[src/rtl/nios_system_nios2_group_21_oci_dct_packer_pkg.sv]
// Shared widths and FSM encoding for the OCI trace code packer.
package nios_system_nios2_group_21_oci_dct_packer_pkg;

  localparam int unsigned SLOT_W = 3;
  localparam int unsigned SLOTS  = 10;
  localparam int unsigned CNT_W  = 4;
  localparam int unsigned BUF_W  = SLOT_W * SLOTS;

  typedef enum logic [1:0] {
    StRun   = 2'd0,
    StDrain = 2'd1,
    StEnded = 2'd2
  } state_e;

endpackage

[src/rtl/nios_system_nios2_group_21_oci_dct_slot_insert.sv]
// Combinational insert of one trace code into slot idx of the accumulator.
module nios_system_nios2_group_21_oci_dct_slot_insert
  import nios_system_nios2_group_21_oci_dct_packer_pkg::*;
(
  input  logic [BUF_W-1:0]  acc,
  input  logic [CNT_W-1:0]  idx,
  input  logic [SLOT_W-1:0] code,
  input  logic              en,
  output logic [BUF_W-1:0]  acc_nx
);

  always_comb begin
    acc_nx = acc;
    if (en) begin
      for (int i = 0; i < int'(SLOTS); i++) begin
        if (idx == CNT_W'(i)) acc_nx[i*SLOT_W +: SLOT_W] = code;
      end
    end
  end

endmodule

[src/rtl/nios_system_nios2_group_21_oci_dct_packer.sv]
// Packs 3-bit trace codes into 30-bit packets; drains and reports end of test after a stop.
module nios_system_nios2_group_21_oci_dct_packer
  import nios_system_nios2_group_21_oci_dct_packer_pkg::*;
(
  input  logic              clk,
  input  logic              reset_n,
  input  logic              tr_valid,
  input  logic [SLOT_W-1:0] tr_code,
  output logic              tr_ready,
  input  logic              flush,
  input  logic              stop,
  output logic              pkt_valid,
  input  logic              pkt_ready,
  output logic [BUF_W-1:0]  dct_buffer,
  output logic [CNT_W-1:0]  dct_count,
  output logic              test_ending,
  output logic              test_has_ended
);

  state_e             state_q;
  logic [BUF_W-1:0]   acc_q;
  logic [BUF_W-1:0]   acc_nx;
  logic [CNT_W-1:0]   acc_cnt_q;
  logic [CNT_W-1:0]   acc_cnt_nx;
  logic               flush_pend_q;
  logic               flush_pend_d;
  logic               ready_en_q;
  logic               accept;
  logic               out_free;
  logic               flush_eff;
  logic               load;

  // ready_en_q keeps tr_ready low while reset is held.
  assign tr_ready   = ready_en_q && (state_q == StRun) && (acc_cnt_q != CNT_W'(SLOTS));
  assign accept     = tr_valid && tr_ready;
  assign acc_cnt_nx = acc_cnt_q + CNT_W'(accept);
  assign out_free   = !pkt_valid || pkt_ready;
  assign flush_eff  = (flush && (state_q != StEnded)) || flush_pend_q || (state_q == StDrain);
  assign load       = out_free &&
                      ((acc_cnt_nx == CNT_W'(SLOTS)) || (flush_eff && (acc_cnt_nx != '0)));

  // A flush that cannot load yet is remembered; an empty flush leaves nothing pending.
  assign flush_pend_d = !load &&
                        (flush_pend_q || (flush && (state_q != StEnded) && (acc_cnt_nx != '0)));

  nios_system_nios2_group_21_oci_dct_slot_insert u_slot_insert (
    .acc    (acc_q),
    .idx    (acc_cnt_q),
    .code   (tr_code),
    .en     (accept),
    .acc_nx (acc_nx)
  );

  always_ff @(posedge clk or negedge reset_n) begin
    if (!reset_n) begin
      state_q        <= StRun;
      acc_q          <= '0;
      acc_cnt_q      <= '0;
      flush_pend_q   <= 1'b0;
      ready_en_q     <= 1'b0;
      pkt_valid      <= 1'b0;
      dct_buffer     <= '0;
      dct_count      <= '0;
      test_ending    <= 1'b0;
      test_has_ended <= 1'b0;
    end else begin
      ready_en_q   <= 1'b1;
      flush_pend_q <= flush_pend_d;
      if (load) begin
        dct_buffer <= acc_nx;
        dct_count  <= acc_cnt_nx;
        pkt_valid  <= 1'b1;
        acc_q      <= '0;
        acc_cnt_q  <= '0;
      end else begin
        if (pkt_valid && pkt_ready) pkt_valid <= 1'b0;
        acc_q     <= acc_nx;
        acc_cnt_q <= acc_cnt_nx;
      end
      case (state_q)
        StRun: begin
          if (stop) begin
            state_q     <= StDrain;
            test_ending <= 1'b1;
          end
        end
        StDrain: begin
          if ((acc_cnt_q == '0) && !pkt_valid) begin
            state_q        <= StEnded;
            test_has_ended <= 1'b1;
          end
        end
        default: ;
      endcase
    end
  end

endmodule

[config.mk]
export PLATFORM = sky130hd
export DESIGN_NAME = nios_system_nios2_group_21_oci_dct_packer
export DESIGN_NICKNAME = d
export VERILOG_FILES = /design/src/rtl/nios_system_nios2_group_21_oci_dct_packer_pkg.sv /design/src/rtl/nios_system_nios2_group_21_oci_dct_slot_insert.sv /design/src/rtl/nios_system_nios2_group_21_oci_dct_packer.sv
export SDC_FILE = /design/constraint.sdc
export NUM_CORES = 1
export LEC_CHECK = 0
export CAP_MARGIN = 20
export CORE_ASPECT_RATIO = 0.7
export CORE_MARGIN = 2
export CORE_UTILIZATION = 50
export DETAILED_ROUTE_END_ITERATION = 8
export PLACE_DENSITY = 0.76
export SLEW_MARGIN = 25
export SYNTH_ARGS = -nofsm -noshare
export SYNTH_HDL_FRONTEND = slang
export SYNTH_SLANG_ARGS = --single-unit
export TNS_END_PERCENT = 5
[constraint.sdc]
create_clock -name clk -period 3.1 [get_ports clk]
set_input_delay 0.775 -clock clk [delete_from_list [all_inputs] [get_ports clk]]
set_output_delay 0.775 -clock clk [all_outputs]
set_load 0.03 [all_outputs]
==> impl_metrics.sql, run 1 <==
INSERT INTO impl_metrics (metric_group, metric, value, unit) VALUES
('sta', 'max_freq', '367.2', 'MHz'),
('floorplan', 'top_level_ports', '47', ''),
('place', 'dp_hpwl', '4.801', 'mm'),
('power_and_ir_drop', 'pwr-share-seq', '35.6', '%'),
('detailed_routing', 'routed-via-count', '2327', ''),
('clocking', 'number_of_gates_given_a_new_drive_strength_after_cts', '0', ''),
('clocking', 'clk_path_buf_depth', '2', ''),
('detailed_routing', 'detail_route.iter0.violations', '84', ''),
('grt', 'grt_overflow_total', '0', ''),
('synth', 'synthDistinctLibCells', '45', ''),
('finish', 'layout.nets', '347', ''),
('critical_path', 'critPathMostFrequentCell', 'ha_1', ''),
('grt', 'grt_pass1_vias', '2281', ''),
('clocking', 'clock_latency_on_the_worst_skew_pair', '350', 'ps'),
('synth', 'synth_edf_count', '0', ''),
('synth', 'avgSynthCellArea', '11.45', 'um2'),
('sta', 'fin_crit_sh', '87.84', '%'),
('finish', 'multi_input_comb_area', '0.001209', 'mm2'),
('sta', 'max_slew.worst_pin.slew', '625.8', 'ps'),
('critical_path', 'path_cells', 'clkdlybuf4s50_1 > and2_1 > ha_1 > ha_1 > nor3_1 > o21ai_2 > and3_2 > mux2_1', ''),
('floorplan', 'floorplan.die_area', '0.007196', 'mm2'),
('clocking', 'clk_pin_slew', '80', 'ps'),
('finish', 'share_of_cells_above_drive_strength_1', '14.37', '%'),
('power_and_ir_drop', 'fin_total_pwr', '4.058', 'mW'),
('power_and_ir_drop', 'internal_power', '2.440', 'mW'),
('place', 'io_buffer_count', '46', ''),
('power_and_ir_drop', 'vdd_drop_max', '0.5946', 'mV'),
('sta', 'timing.final.hold_violations', '0', ''),
('min_path', 'hold_path.class', 'input port to async pin', ''),
('detailed_routing', 'vias_per_cell', '5.554', ''),
('power_and_ir_drop', 'power.switching_fraction', '39.87', '%'),
('clocking', 'cts_tree', 'yes', ''),
('sta', 'final.hold.worst_slack', '433.8', 'ps'),
('critical_path', 'reg2reg_depth', '11', ''),
('clocking', 'cts.hold.buffers_added', '0', ''),
('synth', 'postSynth.topFlopCell', 'dfrtp_1', ''),
('critical_path', 'endpoint_kind', 'flop', ''),
('critical_path', 'crit_type', 'input port to flop', ''),
('synth', 'synth.cell_area', '0.003262', 'mm2'),
('floorplan', 'die_height', '71.58', 'um'),
('power_and_ir_drop', 'comb_power_share', '43.8', '%'),
('synth', 'synthesis.nets', '296', ''),
('outcome', 'result_of_the_run', 'finished, final reports clean', ''),
('finish', 'area_grow_syn2layout', '22.94', '%'),
('critical_path', 'regToRegEndpoint', 'dct_count[2]', ''),
('grt', 'grt_start_max_net_pins', '37', ''),
('detailed_routing', 'detail_route.wirelength', '7.132', 'mm'),
('critical_path', 'timing.critical_path.arrival', '2960', 'ps'),
('sta', 'skew', '8.719', 'ps'),
('floorplan', 'rows', '24', ''),
('power_and_ir_drop', 'power.density_cell_area', '1012', 'mW/mm2'),
('synth', 'synth_cells', '285', ''),
('sta', 'maxSlewHeadroom', '58.28', '%'),
('place', 'pre_cts_ws', '32.09', 'ps'),
('finish', 'register_area', '0.001877', 'mm2'),
('power_and_ir_drop', 'power_frac_clock', '20.6', '%'),
('critical_path', 'worst_r2r_startpoint', 'state_q[0]', ''),
('detailed_routing', 'drt_first_pass_iters', '4', ''),
('critical_path', 'top_fanout_value_on_the_critical_path', '5', ''),
('critical_path', 'worst_setup_path_start_kind', 'input port', ''),
('clocking', 'cts.repair_timing.setup_buffer_count', '0', ''),
('clocking', 'clock_sink_count', '75', ''),
('sta', 'setup_violations', '0', ''),
('finish', 'insertedDiodeCount', '0', ''),
('sta', 'rsz0062_at_grt', 'false', ''),
('synth', 'ys_seq_elements', '75', ''),
('floorplan', 'die_x', '100.5', 'um'),
('detailed_routing', 'ant_nets', '0', ''),
('detailed_routing', 'drt_drc_violations_left', '0', ''),
('clocking', 'number_of_buffers_created_by_cts', '9', ''),
('sta', 'final.setup.worst_slack', '376.8', 'ps');
worst max-delay path, delay by kind of cell:
| kind | cells | cell delay (ps) |
|---|---|---|
| simple gates | 3 | 780 |
| buf+inv | 1 | 420 |
| fa+ha+maj | 2 | 550 |
| mux | 1 | 320 |
| compound gates | 1 | 120 |
cells in the mapped netlist, types with 2 or more instances:
cell / n / area share [%]
a21oi_1: 30 / 4.6
a21oi_2: 3 / 0.81
a31oi_1: 31 / 5.9
and2_1: 5 / 0.96
buf_2: 5 / 0.77
clkbuf_1: 6 / 0.69
clkbuf_8: 4 / 1.7
dfrtp_1: 75 / 58
dlymetal6s2s_1: 2 / 0.77
ha_1: 2 / 0.77
mux2_2: 2 / 0.69
mux2i_1: 30 / 9.2
nand2_1: 7 / 0.81
nand2b_1: 3 / 0.58
nand3_1: 2 / 0.31
nor2_1: 41 / 4.7
nor2_2: 2 / 0.38
nor2b_1: 2 / 0.38
nor3_1: 3 / 0.46
o21ai_0: 2 / 0.31
or3_1: 3 / 0.58
xor2_1: 2 / 0.54
sequential cells by signal, indices dropped and copies added (netlist names):
register / flops
ready_en_q: 1
state_q: 2
dct_buffer: 30
test_has_ended: 1
dct_count: 4
pkt_valid: 1
flush_pend_q: 1
acc_cnt_q: 4
acc_q: 30
test_ending: 1
layout make-up:
| type | count | area share [%] |
|---|---|---|
| clock buffer | 9 | 3.089 |
| sequential | 75 | 46.80 |
| clock inverter | 7 | 2.465 |
| tap | 78 | 2.434 |
| timing repair buffer | 62 | 14.98 |
| multi-input combinational | 187 | 30.14 |
| inverter | 1 | 0.09360 |
routing by layer:
metal,wire (um),up-vias,GRT usage [%]
met5,0,-,0
met4,36,0,4.871
met3,461,4,7.415
met2,3178,70,30.72
met1,3456,1145,33.27
li1,-,1108,-
cells by family (layout without fill, tap and decap cells):
logic type | Yosys count | in the layout | synth area share [%]
buffers and inverters | 23 | 79 | 5.446
DFF | 75 | 75 | 57.54
xor gates and xnor gates | 2 | 2 | 0.5371
adders and majority gates | 2 | 2 | 0.7670
muxes | 33 | 33 | 10.24
other | 1 | 1 | 0.1150
AOI/OAI and AO/OA | 72 | 72 | 13.35
and+or+nand+nor | 77 | 77 | 12.01
power by group through the flow:
stage	combinational [mW]	clock [mW]	sequential, mW
finish	1.78	0.835	1.44
global route	1.91	0.902	1.49
CTS	1.79	0.856	1.45
detailed placement	1.78	0	1.46
global placement	1.74	0	1.45
floorplan	0.641	0	1.90
worst max path at each step:
stage,from,slack (ps),depth (start not counted),to
after global placement,tr_valid,130,9,dct_count[2]
after detailed placement,tr_valid,30,8,dct_count[2]
after CTS,state_q[0],360,4,tr_ready
after floorplan,acc_cnt_q[0],70,11,dct_count[2]
after global routing,state_q[0],150,11,dct_count[2]
final,tr_valid,380,8,dct_count[2]
per-stage QoR:
stage,cell area [um2],std cells,utilization (%)
after floorplan,3262,285,-
final,4010,419,63.90
after CTS,4010,419,63.90
after global routing,4010,419,63.90
after detailed placement,3787,403,60.35
after global placement,3787,403,60.35
placed cells by master (no fill, tap or decap), types with 2 or more instances in the layout:
master	netlist	routed
nor2b_1	2	2
a21oi_1	30	30
nand2b_1	3	3
dfrtp_1	75	75
inv_6	0	2
a31oi_1	31	31
nor2_2	2	2
nor3_1	3	3
nor2_1	41	41
ha_1	2	2
nand3_1	2	2
buf_12	0	2
a21oi_2	3	3
mux2i_1	30	30
and2_1	5	5
o21ai_0	2	2
mux2_2	2	2
bufinv_16	0	2
or3_1	3	3
nand2_1	7	7
clkdlybuf4s50_1	0	45
xor2_1	2	2
buf_4	1	14
clkbuf_8	4	9
Note: power is estimated with default switching activity, not from simulation.
==> run 2, diff against run 1 <==
--- a/config.mk
+++ b/config.mk
@@ -6,10 +6,10 @@
 export NUM_CORES = 1
 export LEC_CHECK = 0
 export CAP_MARGIN = 20
-export CORE_ASPECT_RATIO = 0.7
 export CORE_MARGIN = 2
 export CORE_UTILIZATION = 50
 export DETAILED_ROUTE_END_ITERATION = 8
+export GPL_ROUTABILITY_DRIVEN = 0
 export PLACE_DENSITY = 0.76
 export SLEW_MARGIN = 25
 export SYNTH_ARGS = -nofsm -noshare
==> run 2 against run 1 <==
Sequential power is essentially flat. Final area shrank 0.59%. Die area fell by 0.14%. Core utilization shrank 0.76 points. Clock power fell by 20%. Clock skew shrank 2.0 ps. Flip-flop and latch count unchanged. Critical path type is now flop to flop.
==> impl_metrics.sql, run 2 (synthesis results as in run 1) <==
INSERT INTO impl_metrics (metric_group, metric, value, unit) VALUES
('sta', 'skew', '6.721', 'ps'),
('finish', 'area_grow_syn2layout', '22.21', '%'),
('finish', 'layout.cells.most_common', 'dfrtp_1', ''),
('flow_run', 'max-cap-violations', '0', ''),
('detailed_routing', 'detail_route.wirelength', '6.851', 'mm'),
('power_and_ir_drop', 'fin_total_pwr', '3.890', 'mW'),
('finish', 'layout.nets', '348', ''),
('detailed_routing', 'ant_nets', '0', ''),
('grt', 'grtUsageMet2', '33.21', '%'),
('power_and_ir_drop', 'power.switching_fraction', '40.22', '%'),
('sta', 'final.min_clock_period', '2725', 'ps'),
('min_path', 'hold_path.class', 'flop to flop', ''),
('floorplan', 'die_x', '84.77', 'um'),
('outcome', 'result_of_the_run', 'finished, final reports clean', ''),
('critical_path', 'regToRegEndpoint', 'dct_buffer[21]', ''),
('sta', 'maxSlewHeadroom', '47.36', '%'),
('place', 'post_dp_cell_area', '0.003806', 'mm2'),
('power_and_ir_drop', 'p_sw', '1.565', 'mW'),
('finish', 'reg_top3', 'acc_q x30, dct_buffer x30', ''),
('clocking', 'cts_tree', 'yes', ''),
('critical_path', 'worstPathRequired', '3320', 'ps'),
('critical_path', 'endpoint_kind', 'flop', ''),
('grt', 'global_route.usage.met3', '4.130', '%'),
('clocking', 'clk_pin_slew', '70', 'ps'),
('grt', 'grt_pass1_wl', '11.62', 'mm'),
('floorplan', 'rows', '29', ''),
('sta', 'final.setup.worst_slack', '374.5', 'ps'),
('clocking', 'htreeDepth', '3', ''),
('clocking', 'clock_latency_on_the_worst_skew_pair', '340', 'ps'),
('min_path', 'hold_end', 'test_ending', ''),
('grt', 'grt_antenna_before_repair', '0', ''),
('critical_path', 'timing.critical_path.arrival', '2940', 'ps'),
('clocking', 'cts.repair_timing.setup_buffer_count', '0', ''),
('finish', 'insertedDiodeCount', '0', ''),
('critical_path', 'critical_path.startpoint', 'state_q[0]', ''),
('critical_path', 'crit_type', 'flop to flop', ''),
('power_and_ir_drop', 'power_frac_clock', '17.3', '%'),
('power_and_ir_drop', 'power.density_cell_area', '975.9', 'mW/mm2'),
('place', 'dp_hpwl', '4.700', 'mm'),
('sta', 'max_slew.worst_pin.slew', '789.6', 'ps'),
('floorplan', 'floorplan.die_area', '0.007186', 'mm2'),
('min_path', 'hold_path_depth', '1', ''),
('sta', 'max_freq', '366.9', 'MHz'),
('grt', 'gr-usage-met1', '28.31', '%'),
('clocking', 'number_of_buffers_created_by_cts', '9', ''),
('floorplan', 'die_height', '84.77', 'um'),
('grt', 'grt_pass1_vias', '2363', ''),
('critical_path', 'top_fanout_value_on_the_critical_path', '38', ''),
('clocking', 'number_of_gates_given_a_new_drive_strength_after_cts', '0', ''),
('critical_path', 'worst_r2r_startpoint', 'state_q[0]', ''),
('critical_path', 'worst-r2r-setup-slack', '370', 'ps'),
('sta', 'final-max-slew-violation-count', '0', ''),
('power_and_ir_drop', 'leakage', '1.829', 'nW'),
('sta', 'fin_crit_sh', '87.92', '%'),
('power_and_ir_drop', 'pwr-share-seq', '37.1', '%'),
('clocking', 'root_buffer', 'clkbuf_8', ''),
('finish', 'layout.cells.most_common_list', '75 x dfrtp_1, 45 x clkdlybuf4s50_1, 41 x nor2_1', ''),
('power_and_ir_drop', 'comb_power_share', '45.6', '%'),
('finish', 'fillers', '525', ''),
('sta', 'setup_violations', '0', ''),
('finish', 'multi_input_comb_area', '0.001216', 'mm2'),
('min_path', 'min_from', 'test_ending', ''),
('critical_path', 'worst_setup_path_start_kind', 'flop', ''),
('power_and_ir_drop', 'vdd_drop_max', '0.5295', 'mV'),
('clocking', 'cts.hold.buffers_added', '0', ''),
('floorplan', 'coreArea', '0.006314', 'mm2'),
('place', 'pre_cts_ws', '-51.20', 'ps'),
('sta', 'timing.final.hold_violations', '0', ''),
('finish', 'share_of_cells_above_drive_strength_1', '14.04', '%'),
('detailed_routing', 'vias_per_cell', '5.554', ''),
('grt', 'grt_util_all_layers', '20.94', '%'),
('detailed_routing', 'detail_route.iter0.violations', '168', ''),
('floorplan', 'initial_utilization', '51.66', '%'),
('detailed_routing', 'routedWlPerCell', '16.35', 'um'),
('clocking', 'clk_path_buf_depth', '2', ''),
('clocking', 'clock_sink_count', '75', ''),
('critical_path', 'reg2reg_depth', '12', ''),
('finish', 'fin_area', '0.003986', 'mm2'),
('detailed_routing', 'drt_drc_violations_left', '0', ''),
('detailed_routing', 'drt_first_pass_iters', '4', ''),
('sta', 'rsz0062_at_grt', 'false', ''),
('grt', 'grt.busiest_layer', 'met2', ''),
('grt', 'grt_overflow_total', '0', ''),
('sta', 'timing.setup.tns', '0', 'ps'),
('floorplan', 'top_level_ports', '47', ''),
('sta', 'final.hold.worst_slack', '461.7', 'ps'),
('finish', 'register_area', '0.001877', 'mm2'),
('grt', 'grt_start_max_net_pins', '42', ''),
('place', 'io_buffer_count', '46', ''),
('power_and_ir_drop', 'internal_power', '2.326', 'mW'),
('detailed_routing', 'routed-via-count', '2327', '');
==> run 2: layout make-up <==
class | count | area share [%]
clock inverters | 2 | 0.2511
clock buffers | 14 | 4.080
inverters | 1 | 0.09416
multi-input cells | 187 | 30.51
well taps | 77 | 2.417
flip-flops and latches | 75 | 47.08
repair buffers | 63 | 15.57
==> run 2: how the worst max path moves through the flow <==
stage	to	slack, ps	cells past startpoint
after detailed placement	dct_count[2]	-50	9
after CTS	dct_count[2]	270	11
after global placement	dct_count[2]	40	9
final	dct_buffer[21]	370	12
after global routing	dct_buffer[15]	100	12
after floorplan	dct_count[2]	70	11
==> run 2: per-stage QoR <==
step           instances  util (%)
2_1_floorplan        285         -
3_3_place_gp         403     60.29
3_5_place_dp         403     60.29
5_1_grt              419     63.14
6_report             419     63.14
4_1_cts              419     63.02
==> run 2: critical path, stage by stage (launching register included) <==
cell	delay, ps
dfrtp_1	440
nor2_1	190
nand2_1	70
a31oi_1	190
and2_1	160
ha_1	170
ha_1	200
xor2_2	250
nor3_1	110
o21ai_2	180
and3_2	300
buf_12	220
a21oi_1	90
==> run 2: power by group through the flow <==
stage	Sequential (mW)	Combinational [mW]	Clock (mW)
4_1_cts	1.45	1.78	0.692
5_1_grt	1.48	1.92	0.728
6_report	1.44	1.77	0.672
2_1_floorplan	1.90	0.641	0
3_5_place_dp	1.47	1.77	0
3_3_place_gp	1.45	1.74	0
==> run 2: per-layer routing <==
metal	routed length (um)	vias up
li1	-	1111
met2	3498	52
met5	0	-
met4	75	0
met3	183	5
met1	3094	1159
